$ cat src/rtl/fetch_queue_pkg.sv
// Shared types and constants for the instruction fetch queue.
// fq_entry_t is the default-width view of one buffered {pc, insn} entry.
package fetch_pkg;

  localparam int FQ_ADDR_W  = 64;
  localparam int FQ_INSN_W  = 32;
  localparam int INSN_BYTES = 4;
  localparam int PC_INC     = INSN_BYTES;

  typedef struct packed {
    logic [FQ_ADDR_W-1:0] pc;
    logic [FQ_INSN_W-1:0] insn;
  } fq_entry_t;

endpackage

$ cat src/rtl/fetch_queue_if.sv
// Fetch queue bus: redirect, imem request/response and decode-side handshake.
// master = fetch queue side, slave = environment (imem, pipeline control, decode).
interface fetch_queue_if #(
  parameter int ADDR_W = 64,
  parameter int INSN_W = 32
);
  logic              redirect_valid;
  logic [ADDR_W-1:0] redirect_pc;
  logic              req_valid;
  logic              req_ready;
  logic [ADDR_W-1:0] req_addr;
  logic              resp_valid;
  logic [INSN_W-1:0] resp_data;
  logic              out_valid;
  logic [ADDR_W-1:0] out_pc;
  logic [INSN_W-1:0] out_insn;
  logic              id_wr_en;

  modport master (
    input  redirect_valid, redirect_pc, req_ready, resp_valid, resp_data, id_wr_en,
    output req_valid, req_addr, out_valid, out_pc, out_insn
  );

  modport slave (
    output redirect_valid, redirect_pc, req_ready, resp_valid, resp_data, id_wr_en,
    input  req_valid, req_addr, out_valid, out_pc, out_insn
  );
endinterface

$ cat src/rtl/fetch_queue_ring.sv
// fq_ring: DEPTH-entry circular buffer with push/pop/clear and a combinational
// head-entry output. DEPTH must be a power of two so pointers wrap naturally.
module fq_ring #(
  parameter  int DEPTH = 4,
  parameter  int WIDTH = 96,
  localparam int PTR_W = $clog2(DEPTH),
  localparam int CNT_W = PTR_W + 1
) (
  input  logic             clk,
  input  logic             reset,
  input  logic             clear,
  input  logic             push,
  input  logic             pop,
  input  logic [WIDTH-1:0] push_data,
  output logic [CNT_W-1:0] count,
  output logic [WIDTH-1:0] head_data
);

  logic [WIDTH-1:0] mem [DEPTH];
  logic [PTR_W-1:0] head_reg, tail_reg;
  logic [CNT_W-1:0] count_reg;

  always_ff @(posedge clk or posedge reset) begin
    if (reset) begin
      head_reg  <= '0;
      tail_reg  <= '0;
      count_reg <= '0;
    end else if (clear) begin
      head_reg  <= '0;
      tail_reg  <= '0;
      count_reg <= '0;
    end else begin
      if (push) tail_reg <= tail_reg + 1'b1;
      if (pop)  head_reg <= head_reg + 1'b1;
      count_reg <= count_reg + CNT_W'(push) - CNT_W'(pop);
    end
  end

  // Storage is not reset; the head is only observed while count != 0.
  always_ff @(posedge clk) begin
    if (push && !clear) mem[tail_reg] <= push_data;
  end

  assign count     = count_reg;
  assign head_data = mem[head_reg];

  a_no_overflow: assert property (@(posedge clk) disable iff (reset)
    !(push && !clear && count_reg == CNT_W'(DEPTH)));

endmodule

$ cat src/rtl/fetch_queue.sv
// Instruction fetch buffer ahead of IF/ID: credit-limited imem requests, drop of
// stale responses after redirect. Optional same-cycle bypass: FETCH_QUEUE_BYPASS_EN.
module fetch_queue
  import fetch_pkg::*;
#(
  parameter int              DEPTH    = 4,
  parameter int              ADDR_W   = 64,
  parameter int              INSN_W   = 32,
  parameter logic [ADDR_W-1:0] RESET_PC = '0
) (
  input  logic          clk,
  input  logic          reset,
  fetch_queue_if.master bus
);

  localparam int CNT_W = $clog2(DEPTH) + 1;
  localparam int ENT_W = ADDR_W + INSN_W;
  localparam logic [ADDR_W-1:0] PC_STEP = ADDR_W'(PC_INC);

  logic [ADDR_W-1:0] fetch_pc_reg, fetch_pc_next;
  logic [ADDR_W-1:0] resp_pc_reg, resp_pc_next;
  logic [CNT_W-1:0]  outstanding_reg, outstanding_next;
  logic [CNT_W-1:0]  drop_cnt_reg, drop_cnt_next;
  logic [CNT_W-1:0]  count;
  logic [CNT_W:0]    credit_used;
  logic [ENT_W-1:0]  head_data;
  logic              req_fire, resp_drop, resp_take, bypass_hit, push, pop;

  assign credit_used   = {1'b0, count} + {1'b0, outstanding_reg};
  assign bus.req_valid = !reset && !bus.redirect_valid
                         && (credit_used < (CNT_W+1)'(DEPTH));
  assign bus.req_addr  = fetch_pc_reg;
  assign req_fire      = bus.req_valid && bus.req_ready;

  // A response in the redirect cycle belongs to the old stream as well.
  assign resp_drop = bus.resp_valid && (drop_cnt_reg != '0 || bus.redirect_valid);
  assign resp_take = bus.resp_valid && !resp_drop;

`ifdef FETCH_QUEUE_BYPASS_EN
  assign bypass_hit = resp_take && (count == '0);
`else
  assign bypass_hit = 1'b0;
`endif

  assign push = resp_take && !(bypass_hit && bus.id_wr_en);
  assign pop  = (count != '0) && bus.id_wr_en && !bus.redirect_valid;

  always_comb begin
    bus.out_valid = 1'b0;
    bus.out_pc    = '0;
    bus.out_insn  = '0;
    if (count != '0) begin
      bus.out_valid = 1'b1;
      {bus.out_pc, bus.out_insn} = head_data;
    end else if (bypass_hit) begin
      bus.out_valid = 1'b1;
      bus.out_pc    = resp_pc_reg;
      bus.out_insn  = bus.resp_data;
    end
  end

  always_comb begin
    fetch_pc_next    = fetch_pc_reg;
    resp_pc_next     = resp_pc_reg;
    drop_cnt_next    = drop_cnt_reg;
    outstanding_next = outstanding_reg + CNT_W'(req_fire) - CNT_W'(bus.resp_valid);
    if (bus.redirect_valid) begin
      // Everything still in flight after this edge is stale.
      fetch_pc_next = bus.redirect_pc;
      resp_pc_next  = bus.redirect_pc;
      drop_cnt_next = outstanding_reg - CNT_W'(bus.resp_valid);
    end else begin
      if (req_fire)  fetch_pc_next = fetch_pc_reg + PC_STEP;
      if (resp_take) resp_pc_next  = resp_pc_reg + PC_STEP;
      if (resp_drop) drop_cnt_next = drop_cnt_reg - 1'b1;
    end
  end

  always_ff @(posedge clk or posedge reset) begin
    if (reset) begin
      fetch_pc_reg    <= RESET_PC;
      resp_pc_reg     <= RESET_PC;
      outstanding_reg <= '0;
      drop_cnt_reg    <= '0;
    end else begin
      fetch_pc_reg    <= fetch_pc_next;
      resp_pc_reg     <= resp_pc_next;
      outstanding_reg <= outstanding_next;
      drop_cnt_reg    <= drop_cnt_next;
    end
  end

  fq_ring #(
    .DEPTH (DEPTH),
    .WIDTH (ENT_W)
  ) u_ring (
    .clk       (clk),
    .reset     (reset),
    .clear     (bus.redirect_valid),
    .push      (push),
    .pop       (pop),
    .push_data ({resp_pc_reg, bus.resp_data}),
    .count     (count),
    .head_data (head_data)
  );

endmodule
$ cat src/flat_wrapper.sv
// flat-port wrapper written by rule: the top's interface ports become plain ports
module fetch_queue_flat import fetch_pkg::*;
#(
  parameter int              DEPTH    = 4,
  parameter int              ADDR_W   = 64,
  parameter int              INSN_W   = 32,
  parameter logic [ADDR_W-1:0] RESET_PC = '0
)
  (clk, reset, bus_redirect_valid, bus_redirect_pc, bus_req_ready, bus_resp_valid, bus_resp_data, bus_id_wr_en, bus_req_valid, bus_req_addr, bus_out_valid, bus_out_pc, bus_out_insn);
  fetch_queue_if #(.ADDR_W(ADDR_W), .INSN_W(INSN_W)) bus_i ();
  input  logic clk;
  input  logic reset;
  input wire logic [$bits(bus_i.redirect_valid)-1:0] bus_redirect_valid;
  input wire logic [$bits(bus_i.redirect_pc)-1:0] bus_redirect_pc;
  input wire logic [$bits(bus_i.req_ready)-1:0] bus_req_ready;
  input wire logic [$bits(bus_i.resp_valid)-1:0] bus_resp_valid;
  input wire logic [$bits(bus_i.resp_data)-1:0] bus_resp_data;
  input wire logic [$bits(bus_i.id_wr_en)-1:0] bus_id_wr_en;
  output wire logic [$bits(bus_i.req_valid)-1:0] bus_req_valid;
  output wire logic [$bits(bus_i.req_addr)-1:0] bus_req_addr;
  output wire logic [$bits(bus_i.out_valid)-1:0] bus_out_valid;
  output wire logic [$bits(bus_i.out_pc)-1:0] bus_out_pc;
  output wire logic [$bits(bus_i.out_insn)-1:0] bus_out_insn;
  assign bus_i.redirect_valid = bus_redirect_valid;
  assign bus_i.redirect_pc = bus_redirect_pc;
  assign bus_i.req_ready = bus_req_ready;
  assign bus_i.resp_valid = bus_resp_valid;
  assign bus_i.resp_data = bus_resp_data;
  assign bus_i.id_wr_en = bus_id_wr_en;
  assign bus_req_valid = bus_i.req_valid;
  assign bus_req_addr = bus_i.req_addr;
  assign bus_out_valid = bus_i.out_valid;
  assign bus_out_pc = bus_i.out_pc;
  assign bus_out_insn = bus_i.out_insn;
  fetch_queue #(.DEPTH(DEPTH), .ADDR_W(ADDR_W), .INSN_W(INSN_W), .RESET_PC(RESET_PC)) u_core (.clk(clk), .reset(reset), .bus(bus_i));
endmodule
$ cat config.mk
export PLATFORM = sky130hd
export DESIGN_NAME = fetch_queue_flat
export DESIGN_NICKNAME = d
export VERILOG_FILES = /design/src/rtl/fetch_queue_pkg.sv /design/src/rtl/fetch_queue_if.sv /design/src/rtl/fetch_queue_ring.sv /design/src/rtl/fetch_queue.sv /design/src/flat_wrapper.sv
export SDC_FILE = /design/constraint.sdc
export NUM_CORES = 1
export LEC_CHECK = 0
export BUFFER_PORTS_ARGS = -buffer_cell sky130_fd_sc_hd__buf_2
export CAP_MARGIN = 40
export CORE_MARGIN = 4
export CORE_UTILIZATION = 60
export CTS_BUF_LIST = sky130_fd_sc_hd__clkbuf_4 sky130_fd_sc_hd__clkbuf_8
export DETAILED_ROUTE_END_ITERATION = 6
export GPL_ROUTABILITY_DRIVEN = 0
export PLACE_DENSITY = 0.82
export SLEW_MARGIN = 40
export SYNTH_ARGS = -nofsm -noshare
export SYNTH_HDL_FRONTEND = slang
export SYNTH_SLANG_ARGS = --single-unit
$ cat constraint.sdc
create_clock -name clk -period 7.4 [get_ports clk]
set_clock_uncertainty 0.15 [all_clocks]
set_input_delay 0.37 -clock clk [delete_from_list [all_inputs] [get_ports clk]]
set_output_delay 0.37 -clock clk [all_outputs]
set_load 0.02 [all_outputs]
Word level (Yosys, flattened, before mapping)
Memory sizes are Yosys's and may differ from the RTL's.
Index checks and enable logic that the tools add are counted.
- add/sub/neg operators: 11
- $lt $le $gt $ge: 1
- multiplexer cells: 16
- reductions and logical operators: 18
- operator list (cell ; count):
    64-bit 2-to-1 mux ; 5
    64-bit by 3-bit adder with 64-bit output (second input constant) ; 2
    32-bit 2-to-1 mux ; 1
    3-bit 2-to-1 mux ; 3
    3-bit by 1-bit subtractor with 3-bit output ; 3
    1-bit logical AND ; 8
    2-bit 2-to-1 mux ; 4
    2-bit nonzero test ; 4
    3-bit by 1-bit adder with 3-bit output ; 2
    3-bit nonzero test ; 2
    2-bit by 1-bit adder with 2-bit output (second input constant) ; 2
    3-bit by 3-bit adder with 4-bit output ; 1
    4-bit by 3-bit less-than comparator with 1-bit output (second input constant) ; 1
    1-bit zero test ; 3
    1-bit 2-to-1 mux ; 3
    3-bit by 1-bit subtractor with 3-bit output (second input constant) ; 1
    1-bit logical OR ; 1
- register bits after elaboration: 141
- bits in writable memories: 384
- output and inout bits: 162
- word-level logic and storage cells: 54
- memories: 1
- memories (name ; depth ; width ; rd ports ; clocked after Yosys merged registers in ; wr ports ; line ; source):
    u_core.u_ring.mem ; 4 ; 96 ; 1 ; 0 ; 1 ; fetch_queue_ring.sv:19 ; logic [WIDTH-1:0] mem [DEPTH];

Depth between registers and ports, before layout
- depth in word-level cells: 8
- mapped depth: 13
- gate-level depth less buffers: 13

By module
Synthesis repeated with hierarchy kept, for this count alone.
- cells, all modules: 1547
- area, all modules: 22748.1 sq um
- modules (own cells, without submodules) (module ; times used ; cells an instance ; area each (sq um) ; sequential area each (sq um)):
    fq_ring ; 1 ; 540 ; 14266.2 ; 11706.2
    fetch_queue ; 1 ; 1007 ; 8481.9 ; 3353.2

Worst setup path before layout
OpenSTA, ideal clock, no wires.
- path kind: register to register
- from: reg u_core.drop_cnt_reg[0]
- to: mem u_core.u_ring.mem[0][0] (enable)
- arrival: 3.387 ns
- slack: 3.396 ns
- cell stages (with the launch flop): 6
- clock period less this slack: 4.004 ns
- cells stage by stage: dfrtp_1 inv_1 ha_1 and3b_1 clkbuf_1 and3_1
- word-level cells in the longest chain between the ends: 8
- ends and longest elaborated chain (element ; line ; source):
    from (decl) ; fetch_queue.sv:23 ; logic [CNT_W-1:0] drop_cnt_reg, drop_cnt_next;
    from (signal assigned) ; fetch_queue.sv:89 ; drop_cnt_reg <= drop_cnt_next;
    3-bit nonzero test ; fetch_queue.sv:36 ; assign resp_drop = bus.resp_valid && (drop_cnt_reg != '0 || bus.redirect_valid);
    1-bit logical OR ; fetch_queue.sv:36 ;
    1-bit logical AND ; fetch_queue.sv:36 ;
    1-bit zero test ; fetch_queue.sv:37 ; assign resp_take = bus.resp_valid && !resp_drop;
    1-bit logical AND ; fetch_queue.sv:37 ;
    1-bit logical AND ; fetch_queue_ring.sv:41 ; if (push && !clear) mem[tail_reg] <= push_data;
    1-bit 2-to-1 mux ; fetch_queue_ring.sv:41 ;
    1-bit 2-to-1 mux (implied by the code) ; fetch_queue_ring.sv:41 ;
    to (decl) ; fetch_queue_ring.sv:19 ;
Every way passes these cells.

Final worst setup path
- from: reg u_core.outstanding_reg[2]
- to: reg u_core.fetch_pc_reg[37], in the netlist u_core.bus.req_addr[37]
- word-level cells in the longest chain between the ends: 5
- ends and longest elaborated chain (element ; line ; source):
    from (decl) ; fetch_queue.sv:22 ; logic [CNT_W-1:0] outstanding_reg, outstanding_next;
    from (signal assigned) ; fetch_queue.sv:88 ; outstanding_reg <= outstanding_next;
    3-bit by 3-bit adder with 4-bit output ; fetch_queue.sv:29 ; assign credit_used = {1'b0, count} + {1'b0, outstanding_reg};
    4-bit by 3-bit less-than comparator with 1-bit output ; fetch_queue.sv:31 ; && (credit_used < (CNT_W+1)'(DEPTH));
    1-bit logical AND ; fetch_queue.sv:31 ;
    1-bit logical AND ; fetch_queue.sv:33 ; assign req_fire = bus.req_valid && bus.req_ready;
    2-bit nonzero test (no source line) ; - ;
    to (signal assigned) ; fetch_queue.sv:86 ; fetch_pc_reg <= fetch_pc_next;
    to (decl) ; fetch_queue.sv:20 ; logic [ADDR_W-1:0] fetch_pc_reg, fetch_pc_next;
Every way passes these cells.
A chain may end at the register's enable or synchronous reset.

==> impl_results.md <==
* Crit path cell chain: ha_1 -> nor4_1 -> nand4_1 -> buf_4 -> inv_1 -> buf_4 -> nand3_1 -> or4_1 -> a31oi_1
* Die area at 41600 um^2
* Sequential share of power at 0.441
* CTS H-tree lvls at 3
* Switching Fraction at 0.313
* Routed vias at 15900
* Arrival time at the worst endpoint at 4.27 ns
* Post-synthesis area per instance at 14.6 um^2
* CTS tree: yes
* Sink Count at 525
* Final Max Slew Viols at 0
* Layout area overhead at 19.6%
* Max Freq at 0.259 GHz
* Synth cell types at 56
* Post-synth EDFFs at 384
* HPWL after detailed placement at 36.7 mm
* Type of destination of the critical path: flip-flop
* Worst slew pin tran at 0.864 ns
* Peak VDD IR at 0.171 mV
* Most common cell after layout, fill and taps aside: edfxtp_1
* Startpoint Class: flip-flop
* Post-layout nets at 2069
* Min-delay src: bus_redirect_pc[36]
* Total track usage at 0.281
* Critical Path Start: u_core.outstanding_reg[2]
* First-pass GRT wire length at 90.8 mm
* Initial Utilization at 0.610
* Mapped Nets at 1695
* Final setup viols at 0
* Die Span Y at 204 um
* DRC violation count after routing at 5
* FF+latch count, synth at 525
* Largest register FFs at 384
* Gate Count Post-Synth at 1575
* Top post-synthesis cells by area: edfxtp_1 50%, dfrtp_1 15%, mux4_2 9.4%, and2_1 2.8%, mux2_2 2.0%
* Worst-skew pair later-pin latency at 0.64 ns
* Reg2reg start: u_core.outstanding_reg[2]
* CP Class: flip-flop to flip-flop
* Fin crit period at 3.87 ns
* Largest net degree at the start of global routing at 99
* MaxCap Viol Count at 0
* Cell mode on critical path: buf_4
* Maximum fanout along the worst path at 37
* Synthesis warning total at 0
* PostCTS Resize Cnt at 0
* TritonRoute pass-1 iters at 7
* Register area share after synthesis at 0.654
* Post-synth top flop: edfxtp_1
* Worst EP required at 7.80 ns
* Pleak at 0.00994 uW
* Initial DRC Count at 1813
* Layout Utilization at 0.729
* Failing checks: design-rule violations
* Area leader, netlist: edfxtp_1
* CTS Buf Count at 85
* Clk slew on worst S/H paths at 0.07 ns
* Fin crit share at 0.523
* Cell Area, Synth at 23000 um^2
* Worst path max stage delay at 0.64 ns
* Vias in the first global route at 16000
* CTS max path bufs at 3
* Post-synth top area share at 0.501
* Slew headroom at 0.424
* RSZ-0062 raised after global routing: no
* Clock power share at 0.308
* Switching power at 2570 uW
* Post-CTS setup buffers at 0
* Setup_tns at 0 ns
* CORE AREA at 37800 um^2
* Root Buffer: clkbuf_8
* I/O pins at 264
* Antenna viol nets, final at 0
* Final Hold Viols at 0
* WL per Instance at 23.2 um
* Most frequent cells in the layout: 384 x edfxtp_1, 263 x buf_2, 139 x dfrtp_1, 102 x and2_1, 100 x nand2_1
* Hold crit path type: primary input to flip-flop
* I/O Buffers at 263
* Antenna violations before repair at 3
* Status: finished, violations left
* Power Internal at 5640 uW
* Share of layout cells above drive strength 1 at 0.288
* Final WL at 58.6 mm
* Die X at 204 um
* FP Rows at 71
* Asr flop ratio synth at 0.269
* Congestion Overflow GR at 0
* Pwr/cell area at 298 nW/um^2
* Vias/cell at 6.28
* Critical-path top delay cell: nor4_1
* Logic pwr share at 0.251
[cell usage after synthesis, drive strengths merged (13+ instances only)]
cell type,n
o21ai,32
mux4,96
nor4,27
clkbuf,68
nor3,23
xnor2,41
nand4,59
and3,14
buf,20
o311ai,13
nand2,100
ha,16
or3,19
xor2,20
and2,103
a21oi,13
nand3,70
inv,39
edfxtp,384
dfrtp,141
o211ai,15
nor2,71
o31ai,21
a31oi,35
mux2,40
or4,32
[critical path, delay by kind of cell, from the launching register on]
family                   cells  cell delay, ns
buffers and inverters        3            1.07
AO/OA/AOI/OAI                1            0.17
AND/OR/NAND/NOR              4            1.68
adder cells (fa/ha/maj)      1            0.29
flip-flops                   1            0.42
[per-layer routing]
layer,track usage,share of wire
met1,0.396,0.39
met2,0.427,0.47
met3,0.0622,0.095
met4,0.126,0.042
met5,0,0
[per-stage QoR]
| step | hold slack [ns] | worst slack (ns) | std cells | total power (uW) | area [um^2] |
|---|---|---|---|---|---|
| final | 0.0397 | 3.53 | 2525 | 8210 | 27500 |
| after detailed placement | 0.367 | 3.52 | 2276 | 5700 | 24800 |
| after global placement | 0.344 | 3.77 | 2276 | 5650 | 24800 |
| after global routing | 0.0402 | 3.26 | 2524 | 8580 | 27500 |
| after CTS | 0.0147 | 3.52 | 2523 | 8250 | 27500 |
| after floorplan | 0.319 | 3.10 | 1575 | 5010 | 23000 |
[final timing paths]
check / to / slack, ns / cells past startpoint
max in group asynchronous: u_core.resp_pc_reg[54] / 5.79 / 4
setup reg to reg: u_core.bus.req_addr[37] / 3.53 / 9
setup / recovery: u_core.bus.req_addr[37] / 3.53 / 9
min in group asynchronous: u_core.resp_pc_reg[36] / 0.30 / 3
hold / removal: u_core.resp_pc_reg[36] / 0.04 / 3
hold reg to reg: u_core.bus.req_addr[0] / 0.38 / 2
[cells by family after synthesis]
kind of cell / synth area share
compound gates: 0.0452
xor+xnor: 0.0232
fa+ha+maj: 0.0104
buf+inv: 0.0215
flops: 0.654
mux: 0.114
simple gates: 0.131
[power by group through the flow]
| stage | Clock (uW) | Combinational (uW) | Sequential (uW) |
|---|---|---|---|
| after floorplan | 0 | 1400 | 3610 |
| after global placement | 0 | 1990 | 3660 |
| after detailed placement | 0 | 2020 | 3680 |
| after CTS | 2560 | 2070 | 3620 |
| after global routing | 2710 | 2230 | 3650 |
| final | 2530 | 2060 | 3620 |
[area by class of cell]
| type | count | area (um^2) |
|---|---|---|
| clock inverter | 18 | 120 |
| tap | 511 | 639 |
| fill | 2427 | 10200 |
| inverter | 39 | 156 |
| clock buffer | 132 | 1600 |
| timing repair buffer | 375 | 2420 |
| antenna | 2 | 5.00 |
| multi-input combinational | 923 | 7510 |
| sequential | 525 | 15100 |
[what timing repair did]
action	CTS	global route
hold buffers	97	0
hold endpoints to repair	332	0
setup endpoints to repair	0	0
(Power assumes the default switching activity.)
